File: src/rtl/coin_acceptor_if.sv
// Coin acceptor port bundle: raw sensor/hold inputs and registered coin-code outputs.
interface coin_acceptor_if #(
  parameter int DEPTH = 4
);
  logic [2:0]              coin_in;
  logic                    hold;
  logic [1:0]              amt;
  logic                    reject;
  logic                    full;
  logic [$clog2(DEPTH):0]  pending;

  modport master (
    output coin_in, hold,
    input  amt, reject, full, pending
  );

  modport slave (
    input  coin_in, hold,
    output amt, reject, full, pending
  );
endinterface

File: src/rtl/coin_acceptor.sv
// Coin acceptor front end: per-channel debounce, rising-edge coin events, coin FIFO, amt code output.
// Optional COIN_ACCEPTOR_SYNC_EN adds a 2-flop synchronizer on each coin_in bit.
module coin_acceptor #(
  parameter int DEBOUNCE = 4,
  parameter int DEPTH    = 4
) (
  input logic            clk,
  input logic            rst,
  coin_acceptor_if.slave bus
);
  localparam int        AW      = $clog2(DEPTH);
  localparam int        PW      = $clog2(DEPTH) + 1;
  localparam logic [7:0] DB_LAST = 8'(DEBOUNCE - 1);

  function automatic logic [1:0] coin_code(input logic [2:0] ev);
    case (ev)
      3'b001:  return 2'd0;
      3'b010:  return 2'd1;
      3'b100:  return 2'd2;
      default: return 2'd3;
    endcase
  endfunction

  logic [2:0]    sample_p0;
  logic [7:0]    cnt_p1 [3];
  logic [2:0]    level_p1;
  logic [2:0]    level_p2;
  logic [2:0]    rise_p2;
  logic          multi_p2;
  logic          single_p2;
  logic          push_p2;
  logic          pop_p2;
  logic [1:0]    mem [DEPTH];
  logic [AW-1:0] wr_ptr;
  logic [AW-1:0] rd_ptr;
  logic [PW-1:0] count;
  logic [PW-1:0] count_next;
  logic          full_r;
  logic [1:0]    amt_r;
  logic          reject_r;

  // Stage p0: sensor sample, optionally synchronized
`ifdef COIN_ACCEPTOR_SYNC_EN
  logic [2:0] meta_p0;
  logic [2:0] sync_p0;

  always_ff @(posedge clk) begin
    if (rst) begin
      meta_p0 <= '0;
      sync_p0 <= '0;
    end else begin
      meta_p0 <= bus.coin_in;
      sync_p0 <= meta_p0;
    end
  end

  assign sample_p0 = sync_p0;
`else
  assign sample_p0 = bus.coin_in;
`endif

  // Stage p1: debounced stable level; p2 keeps the previous level for edge detection
  always_ff @(posedge clk) begin
    if (rst) begin
      for (int i = 0; i < 3; i++) cnt_p1[i] <= '0;
      level_p1 <= '0;
      level_p2 <= '0;
    end else begin
      level_p2 <= level_p1;
      for (int i = 0; i < 3; i++) begin
        if (sample_p0[i] == level_p1[i]) begin
          cnt_p1[i] <= '0;
        end else if (cnt_p1[i] == DB_LAST) begin
          level_p1[i] <= sample_p0[i];
          cnt_p1[i]   <= '0;
        end else begin
          cnt_p1[i] <= cnt_p1[i] + 8'd1;
        end
      end
    end
  end

  // Stage p2: event resolution and FIFO push/pop decisions
  assign rise_p2    = level_p1 & ~level_p2;
  assign multi_p2   = (rise_p2 & (rise_p2 - 3'd1)) != 3'd0;
  assign single_p2  = (rise_p2 != 3'd0) && !multi_p2;
  // Fullness is the registered pre-pop value, so a full FIFO never accepts a push-through.
  assign push_p2    = single_p2 && !full_r;
  assign pop_p2     = (count != '0) && !bus.hold;
  assign count_next = count + PW'(push_p2) - PW'(pop_p2);

  always_ff @(posedge clk) begin
    if (push_p2) mem[wr_ptr] <= coin_code(rise_p2);
  end

  // Stage p3: registered outputs and FIFO bookkeeping
  always_ff @(posedge clk) begin
    if (rst) begin
      wr_ptr   <= '0;
      rd_ptr   <= '0;
      count    <= '0;
      full_r   <= 1'b0;
      amt_r    <= 2'd3;
      reject_r <= 1'b0;
    end else begin
      if (push_p2) wr_ptr <= wr_ptr + AW'(1);
      if (pop_p2)  rd_ptr <= rd_ptr + AW'(1);
      count    <= count_next;
      full_r   <= (count_next == PW'(DEPTH));
      amt_r    <= pop_p2 ? mem[rd_ptr] : 2'd3;
      reject_r <= multi_p2 || (single_p2 && full_r);
    end
  end

  assign bus.amt     = amt_r;
  assign bus.reject  = reject_r;
  assign bus.full    = full_r;
  assign bus.pending = count;
endmodule

File: src/flat_wrapper.sv
// flat-port wrapper written by rule: the top's interface ports become plain ports
module coin_acceptor_flat 
#(
  parameter int DEBOUNCE = 4,
  parameter int DEPTH    = 4
)
  (clk, rst, bus_coin_in, bus_hold, bus_amt, bus_reject, bus_full, bus_pending);
  coin_acceptor_if #(.DEPTH(DEPTH)) bus_i ();
  input logic clk;
  input logic rst;
  input wire logic [$bits(bus_i.coin_in)-1:0] bus_coin_in;
  input wire logic [$bits(bus_i.hold)-1:0] bus_hold;
  output wire logic [$bits(bus_i.amt)-1:0] bus_amt;
  output wire logic [$bits(bus_i.reject)-1:0] bus_reject;
  output wire logic [$bits(bus_i.full)-1:0] bus_full;
  output wire logic [$bits(bus_i.pending)-1:0] bus_pending;
  assign bus_i.coin_in = bus_coin_in;
  assign bus_i.hold = bus_hold;
  assign bus_amt = bus_i.amt;
  assign bus_reject = bus_i.reject;
  assign bus_full = bus_i.full;
  assign bus_pending = bus_i.pending;
  coin_acceptor #(.DEBOUNCE(DEBOUNCE), .DEPTH(DEPTH)) u_core (.clk(clk), .rst(rst), .bus(bus_i));
endmodule
File: config.mk
export PLATFORM = sky130hd
export DESIGN_NAME = coin_acceptor_flat
export DESIGN_NICKNAME = d
export VERILOG_FILES = /design/src/rtl/coin_acceptor_if.sv /design/src/rtl/coin_acceptor.sv /design/src/flat_wrapper.sv
export SDC_FILE = /design/constraint.sdc
export NUM_CORES = 1
export LEC_CHECK = 0
export ABC_AREA = 1
export CAP_MARGIN = 25
export CORE_ASPECT_RATIO = 0.8
export CORE_MARGIN = 2
export CORE_UTILIZATION = 64
export CTS_BUF_LIST = sky130_fd_sc_hd__clkbuf_8 sky130_fd_sc_hd__clkbuf_16
export DETAILED_ROUTE_END_ITERATION = 8
export PLACE_DENSITY = 0.84
export RECOVER_POWER = 25
export SLEW_MARGIN = 0
export SYNTH_ARGS = -nofsm -noshare
export SYNTH_HDL_FRONTEND = slang
export SYNTH_SLANG_ARGS = --single-unit
File: constraint.sdc
create_clock -name clk -period 3 [get_ports clk]
set_input_delay 0.6 -clock clk [delete_from_list [all_inputs] [get_ports clk]]
set_output_delay 0.6 -clock clk [all_outputs]
set_load 0.05 [all_outputs]
## Yosys cells after proc, flatten, opt, wreduce, memory -nomap -nowiden

Memories as Yosys holds them, arrays and structs flattened. A register that Yosys moved wholly into a read port is not among the register bits.
Index checks and enable logic that the tools add are counted.

- $add $sub $neg: 8
- Equal/unequal tests: 10
- Reduce and logical (&&, ||, !) cells: 15
- Bitwise operators: 16
- Multiplexer cells: 48

Operators by type and width:

| operator | number |
|---|---|
| $mux 8 | 9 |
| $mux 1 | 37 |
| $add 8x1->8 const B | 3 |
| $eq 8x2->1 const B | 3 |
| $or 1x1->1 | 9 |
| $reduce_bool 3->1 | 3 |
| $and 3x3->3 | 2 |
| $eq 3x3->1 const B | 2 |
| $pmux 2 s3 | 1 |
| $reduce_and 2->1 | 3 |
| $add 2x1->2 const B | 2 |
| $logic_and 1x1->1 | 4 |
| $not 1->1 | 4 |
| $add 3x1->3 | 1 |
| $eq 1x1->1 | 3 |
| $eq 3x1->1 const B | 1 |
| $eq 3x2->1 const B | 1 |
| $logic_not 1->1 | 3 |
| $not 3->3 | 1 |
| $sub 3x1->3 | 1 |
| $sub 3x1->3 const B | 1 |
| $mux 2 | 1 |
| $reduce_or 2->1 | 1 |
| $logic_or 1x1->1 | 1 |

- Memories: 2
- Memory bits (writable): 32
- Output and inout port bits: 7
- Input bits: 6
- Word-level logic and storage cells: 108
- Flip-flop bits (word level): 15

Memory list:

| name | words | bits a word | read ports | clocked after Yosys merged registers in | write ports | line | source |
|---|---|---|---|---|---|---|---|
| u_core.cnt_p1 | 3 | 8 | 3 | 0 | 3 | coin_acceptor.sv:25 | `logic [7:0] cnt_p1 [3];` |
| u_core.mem | 4 | 2 | 1 | 1 | 1 | coin_acceptor.sv:33 | `logic [1:0] mem [DEPTH];` |

## Logic depth before layout (Yosys ltp)

Gate-level depths: netlist of run 1.

- Word-level depth: 11
- Gate-level depth with buffers: 11
- Mapped depth without buffers: 11

## Worst setup path before layout of run 1

No wires, ideal clock.

- Path kind: register to register
- Start: register u_core.count[1], in the netlist u_core.bus.pending[1]
- End: register u_core.full_r, in the netlist u_core.bus.full
- Arrival: 2,133 ps
- Setup slack: 789 ps
- Data required time: 2,922 ps
- Stages on the path, launching flop included: 12
- Path buffers: 0
- Clock period less this slack: 2,211 ps
- Setup time: 78 ps
- Cells stage by stage: dfxtp_1 inv_1 nand2_1 o21bai_2 inv_1 ha_1 inv_1 ha_1 fa_1 xor2_1 nand2_1 nor3_1

- Word-level cells in the longest chain between the ends: 4
- Elaborated cells between the ends (all ways): 5
- Classes of those cells: add/sub: 2; eq/ne: 1; reduce/logical: 2

Ends and longest elaborated chain:

| what | line | source |
|---|---|---|
| start: declaration | coin_acceptor.sv:36 | `logic [PW-1:0] count;` |
| start signal: assignment | coin_acceptor.sv:108 | `count <= count_next;` |
| $reduce_bool 3->1 | coin_acceptor.sv:89 | `assign pop_p2 = (count != '0) && !bus.hold;` |
| $logic_and 1x1->1 | coin_acceptor.sv:89 |  |
| named net u_core.pop_p2 | coin_acceptor.sv:32 | `logic pop_p2;` |
| $sub 3x1->3 | coin_acceptor.sv:90 | `assign count_next = count + PW'(push_p2) - PW'(pop_p2);` |
| $eq 3x3->1 | coin_acceptor.sv:109 | `full_r <= (count_next == PW'(DEPTH));` |
| end signal: assignment | coin_acceptor.sv:109 |  |
| end: declaration | coin_acceptor.sv:38 | `logic full_r;` |

The timed path passes the listed nets, and every way through them passes these cells.
A chain may end at the register's enable or synchronous reset.

## Final worst setup path of run 1

- Start: input port bus_hold
- End: register u_core.full_r, in the netlist u_core.bus.full

- Word-level cells in the longest chain between the ends: 4

Ends and longest elaborated chain:

| what | line | source |
|---|---|---|
| start: declaration | flat_wrapper.sv:12 | `input wire logic [$bits(bus_i.hold)-1:0] bus_hold;` |
| $logic_not 1->1 | coin_acceptor.sv:89 |  |
| $logic_and 1x1->1 | coin_acceptor.sv:89 |  |
| named net u_core.pop_p2 | coin_acceptor.sv:32 |  |
| $sub 3x1->3 | coin_acceptor.sv:90 |  |
| $eq 3x3->1 | coin_acceptor.sv:109 |  |

The timed path passes the listed nets, and every way through them passes these cells.

==> reports/results.txt, run 1 <==
HPWL after DPL: 3080 µm
H-tree lvl count: 2
Most common cell after layout, fill and taps aside: nor2_1
Average size of a mapped cell: 9.08 µm²
Clock Pin Slew Worst Setup and Hold Paths: 90 ps
Fin Hold WS: 499 ps
Max-Cap Viols: 0
Die area: 4420 µm²
CTS root buf: clkbuf_8
Highest ir drop seen on vdd: 0.322 mV
Final wirelength: 3980 µm
Remaining global-route overflow: 0
Ports: 13
Final antenna-violating net count: 0
Yosys reg bits: 49
Sink Count: 49
Vias: 1777
Die H: 59.9 µm
# diodes: 0
Clock power frac: 0.240
Met3 GRT Util: 0.0489
PwrDens: 569 nW/µm²
P&R area growth vs syn: 13.8%
Placed cell areas: 2760 µm²
Longest Clk Path Bufs: 2
YS warnings: 0
First-pass GRT wire length: 6620 µm
Skew final: 13.4 ps
Setup TNS: 0 ps
Global-route met2 utilization: 0.344
Flop pwr share: 0.509
Setup Buffers After CTS: 0
Vias in the first global route: 1677
Hold path cells: 2
Register area share after synthesis: 0.521
Cts repair resizes: 0
TritonCTS buffer count: 5
Met1 GRT Util: 0.239
Final setup viols: 0
F_max: 0.428 GHz
Hold violation total from the final report: 0
Largest net degree at the start of global routing: 16
Top Usage Layer GRT: met2
Crit path launch type: primary input
CP max stage delay: 450 ps
CP delay by family, top: adder cells
Reg2reg path depth: 11
DR vias/cell: 4.78
Placed Instances: 364
IO Port Bufs: 12
Crit end category: flop
Critical-path top delay cell: clkdlybuf4s50_1
Cells after synthesis: 275
# fillers: 289
Nets: 332
Share of the synthesized area in the top cell type: 0.385
Initial Utilization: 0.661
Fin cells: 372
CP Cell Sequence: clkdlybuf4s50_1 -> o21bai_2 -> inv_1 -> ha_1 -> inv_1 -> ha_1 -> fa_1 -> xor2_1 -> nand2_1 -> nor3_1
Clk_lat worst skew: 290 ps
HP Start: u_core.mem[1][1]
Layout cells sized above 1: 0.0757
Crit path max fanout: 4
Reg2reg end: u_core.bus.full
Pint: 1100 µW
Sw power: 517 µW
Initial antenna violation count: 0
Minimum clock period: 2330 ps
Most frequent cells in the layout: nor2_1 (55), inv_1 (49), edfxtp_1 (32)
Status: finished, final reports clean
DRC viols: 0
Router iterations before antenna repair: 5
Crit path arrival time: 2550 ps
Hold-fix buffers, CTS: 0
Die Wd: 73.8 µm
Routability Congestion: 0.852
Min-delay worst type: flop to flop
Tcrit/Tclk final: 0.778
Design Area, Final: 2840 µm²
Hold endpoint: u_core.bus.amt[1]
Buf/Inv on CP: 3
Max-slew violations: 0
Distinct cell type count after synthesis: 28
CTS tree: yes
Yosys top cell by area: edfxtp_1
Top post-synthesis cells by area: edfxtp_1 (38%), dfxtp_1 (14%), nor2_1 (8.1%), inv_1 (7.1%), nand2_1 (4.7%)
R2r setup slk: 840 ps
LEAKAGE: 0.00119 µW
Logic gate share of total power: 0.251
CP Class: primary input to flop
Iteration-0 DRC Markers: 59
Overall routing resource usage: 0.198
Cell area after synthesis: 2500 µm²
Worst reg2reg startpoint: u_core.bus.pending[1]
Core Rows: 20
RSZ-0062 raised after global routing: false
Core Area: 3780 µm²
Switching Share: 0.319
CP required: 3220 ps
Wire length per cell: 10.7 µm
-- sequential cells by signal (all words and copies together) (netlist names) --
name / cells
u_core.wr_ptr: 2
u_core.bus.reject: 1
u_core.level_p1: 3
u_core.rd_ptr: 2
u_core.mem: 8
u_core.bus.pending: 3
u_core.bus.amt: 2
u_core.cnt_p1: 24
u_core.level_p2: 3
u_core.bus.full: 1
-- routing by layer --
| layer | part of all wire | vias to the layer above |
|---|---|---|
| met5 | 0 | - |
| met4 | 0.016 | 0 |
| met3 | 0.029 | 8 |
| met2 | 0.48 | 27 |
| met1 | 0.47 | 803 |
| li1 | - | 939 |
-- worst register-to-register path, delay by kind of cell, from the launching register on --
kind,cells,cell delay [ps]
fa+ha+maj,3,850
xor+xnor,1,160
compound gates,1,170
buf+inv,3,240
simple gates,3,330
flops,1,340
-- cells in the mapped netlist --
cell,count
nor2_1,54
inv_1,47
edfxtp_1,32
nand2_1,31
nand3_1,20
dfxtp_1,17
ha_1,9
o21ai_0,9
xor2_1,9
a21oi_1,8
nor3_1,6
nand3_2,4
nor2_4,4
inv_2,3
o211ai_1,3
xnor2_1,3
nand3b_1,2
nor2_2,2
nor3b_2,2
o21ai_2,2
a21oi_2,1
buf_6,1
conb_1,1
fa_1,1
nand2_2,1
nand2_4,1
o21ai_1,1
o21bai_2,1
-- stage by stage --
stage               total power (µW)   util  setup WS, ps
detailed placement              1250  0.730           403
CTS                             1630  0.755           689
finish                          1620  0.752           665
global route                    1710  0.752           537
global placement                1220  0.730           445
floorplan                       1130      -           789
-- power by group through the flow --
stage               Combinational [µW]  Clock, µW  Sequential [µW]
finish                             406        388              823
global route                       456        423              829
CTS                                409        400              823
detailed placement                 407          0              839
global placement                   389          0              832
floorplan                          215          0              915
-- worst max path at each step --
| stage | depth (start not counted) | end | slack, ps | startpoint |
|---|---|---|---|---|
| after floorplan | 11 | u_core.bus.full | 790 | u_core.bus.pending[1] |
| after global placement | 10 | u_core.bus.full | 450 | bus_hold |
| after detailed placement | 10 | u_core.bus.full | 400 | bus_hold |
| after CTS | 10 | u_core.bus.full | 690 | bus_hold |
| after global routing | 10 | u_core.bus.full | 540 | bus_hold |
| final | 10 | u_core.bus.full | 670 | bus_hold |
-- layout make-up --
type	count	area, µm²	area share
clock buffer	6	82.6	0.0291
clock inverter	2	11.3	0.00396
inverter	50	188	0.0661
multi-input combinational	198	1070	0.376
sequential	49	1300	0.458
tap	55	68.8	0.0242
timing repair buffer	12	120	0.0423
-- kinds of logic (layout without fill, tap and decap cells) --
kind of cell	count (synthesis)	count (layout)	share of synthesized area
DFF	49	49	0.521
adders and majority gates	10	10	0.0531
buffers and inverters	51	70	0.0797
xor gates and xnor gates	12	12	0.0421
AOI/OAI and AO/OA	25	25	0.0601
other	1	24	0.00150
and+or+nand+nor	127	127	0.242
No activity file was read; power rests on OpenSTA's default activity.
==> inputs of run 2 (changes only) <==
CORE_UTILIZATION = 53   (was 64)
PLACE_DENSITY = 0.75   (was 0.84)
clock period = 1.97 ns   (was 3 ns; I/O delays follow)
==> run 2 against run 1 <==
Effect of this change:
- utilization decreased by 10 points
- final cell count up 3.8%
- combinational power is 110% higher
- die area is 19% higher
- clock-buffer cell count fell by 1
- flip-flop and latch count is the same
- register-to-register slack got worse by 780 ps
- clock skew shrank 8.8 ps
- critical path depth up 1
- routed wire length down 3.1%
- sequential share of layout area is 1.7 points lower
- hold slack worse by 12 ps
- critical path type is now flop to flop
- largest cell class unchanged
==> reports/results.txt, run 2 (same netlist as run 1, synthesis figures left out) <==
Status: finished, final reports clean
Crit end category: flop
F_max: 0.524 GHz
Initial antenna violation count: 0 (unchanged)
Routability Congestion: 0.846 (-0.68%)
Crit path max fanout: 2 (-2)
Hold endpoint: u_core.level_p2[1]
Worst reg2reg startpoint: u_core.bus.pending[1]
Hold violation total from the final report: 0 (unchanged)
Die area: 5280 µm² (+19%)
TritonCTS buffer count: 5 (unchanged)
Vias: 1770 (-0.39%)
LEAKAGE: 0.00126 µW (+5.5%)
Reg2reg end: u_core.bus.full
Minimum clock period: 1910 ps
H-tree lvl count: 2 (unchanged)
Place WS: -358 ps (-761 ps)
Initial Utilization: 0.546 (-0.114)
Highest ir drop seen on vdd: 0.786 mV (+140%)
Overall routing resource usage: 0.167 (-0.0305)
Ports: 13 (unchanged)
P&R area growth vs syn: 19.0%
Clk_lat worst skew: 300 ps (about the same)
DRC viols: 0 (unchanged)
Max-Cap Viols: 0 (unchanged)
Skew final: 4.57 ps (-8.81 ps)
R2r setup slk: 60 ps (-780 ps)
Iteration-0 DRC Markers: 65 (+10%)
Reg2reg path depth: 11 (unchanged)
Sink Count: 49 (unchanged)
Max reg flops: 24 (unchanged)
Slew @ Worst Pin: 517 ps
Final wirelength: 3850 µm (-3.1%)
IO Port Bufs: 12 (unchanged)
Slew headroom: 0.654
Remaining global-route overflow: 0 (unchanged)
Core Area: 4570 µm² (+21%)
Min-delay worst type: flop to flop
PwrDens: 903 nW/µm² (+59%)
Vias in the first global route: 1620 (-3.4%)
CP required: 2200 ps (-1020 ps)
Tcrit/Tclk final: 0.969
Wire length per cell: 9.98 µm (-6.6%)
Largest Register: u_core.cnt_p1
HP Start: u_core.level_p1[1]
Final setup viols: 0 (unchanged)
CTS tree: yes
Hold-fix buffers, CTS: 0 (unchanged)
Worst setup margin: 60.2 ps (-605 ps)
CTS root buf: clkbuf_8
Hold path cells: 2 (unchanged)
Most common cell after layout, fill and taps aside: nor2_1
Nets: 341 (+2.7%)
Router iterations before antenna repair: 4 (-1)
DR vias/cell: 4.59 (-4.0%)
CP Class: flop to flop
Crit path arrival time: 2140 ps (-410 ps)
Setup TNS: 0 ps (unchanged)
Layout cells sized above 1: 0.141 (+0.0654)
First-pass GRT wire length: 6690 µm (+0.94%)
Total power: 2680 µW (+66%)
Longest Clk Path Bufs: 2 (unchanged)
# diodes: 0 (unchanged)
Most frequent cells in the layout: nor2_1 (54), inv_1 (44), edfxtp_1 (32)
Die Wd: 80.7 µm (+9.3%)
Top Registers: u_core.cnt_p1: 24 flops, u_core.mem: 8 flops
Clock Pin Slew Worst Setup and Hold Paths: 80 ps (about the same)
Largest net degree at the start of global routing: 16 (unchanged)
HPWL after DPL: 2890 µm (-6.1%)
Final antenna-violating net count: 0 (unchanged)
RSZ-0062 raised after global routing: true
Core Rows: 22 (+10%)
Crit path launch type: flop
Die H: 65.4 µm (+9.2%)
Max-slew violations: 0 (unchanged)
run 2: cell types whose count changed in the layout (fill, tap and decap cells not counted), sizes merged:
cell           change
buf                +8
clkdlybuf4s50      -3
dlymetal6s2s       +2
clkinv             +1
dlygate4sd2        +1
run 2: report_power, final:
group,total (µW),internal [µW],switching [µW]
registers,1280,1190,83.7
clock network,571,245,326
logic,835,358,477
total,2680,1800,887
run 2: final cells by class:
cell class                      count  area, µm²
Clock buffer                        5       68.8
Clock inverter                      3       17.5
Fill cell                         380       1600
Inverter                           50        193
Multi-Input combinational cell    198       1120
Sequential cell                    49       1310
Tap cell                           60       75.1
Timing Repair Buffer               21        188
run 2: layer usage:
| layer | wire length, µm | global-route usage | share of wire | vias up |
|---|---|---|---|---|
| met5 | 0 | 0 | 0 | - |
| met4 | 65 | 0.0699 | 0.017 | 0 |
| met3 | 113 | 0.0453 | 0.029 | 4 |
| met2 | 1820 | 0.281 | 0.47 | 23 |
| met1 | 1860 | 0.203 | 0.48 | 788 |
| li1 | - | - | - | 955 |
run 2: metrics by stage:
step | instances | utilization | instance area [µm²] | hold slack, ps
after floorplan | 298 | - | 2610 | 456
after global placement | 373 | 0.617 | 2820 | 471
after detailed placement | 373 | 0.617 | 2820 | 485
after CTS | 384 | 0.648 | 2960 | 492
after global routing | 386 | 0.650 | 2970 | 528
final | 386 | 0.650 | 2970 | 487
run 2: worst max-delay path by stage:
stage / start / slack, ps / cells past startpoint / end
floorplan: u_core.bus.pending[1] / 10 / 11 / u_core.bus.full
global placement: bus_hold / -280 / 10 / u_core.bus.full
detailed placement: bus_hold / -360 / 10 / u_core.bus.full
CTS: u_core.bus.pending[2] / 10 / 2 / bus_pending[2]
global route: u_core.bus.pending[2] / -20 / 11 / u_core.bus.full
finish: u_core.bus.pending[1] / 60 / 11 / u_core.bus.full
run 2: what timing repair did:
item,CTS,global route
setup buffers,3,2
gates resized for setup,9,3
endpoints found under the setup margin,1,3
pin swaps,7,5
run 2: worst max-delay path, stage by stage, from the launching register on:
cell and delay [ps]:
dfxtp_4 360, inv_4 60, nand2_4 50, o21bai_4 140
inv_2 70, ha_4 260, inv_2 40, ha_4 150
fa_2 320, xor2_1 130, nand2_1 90, nor3_2 170
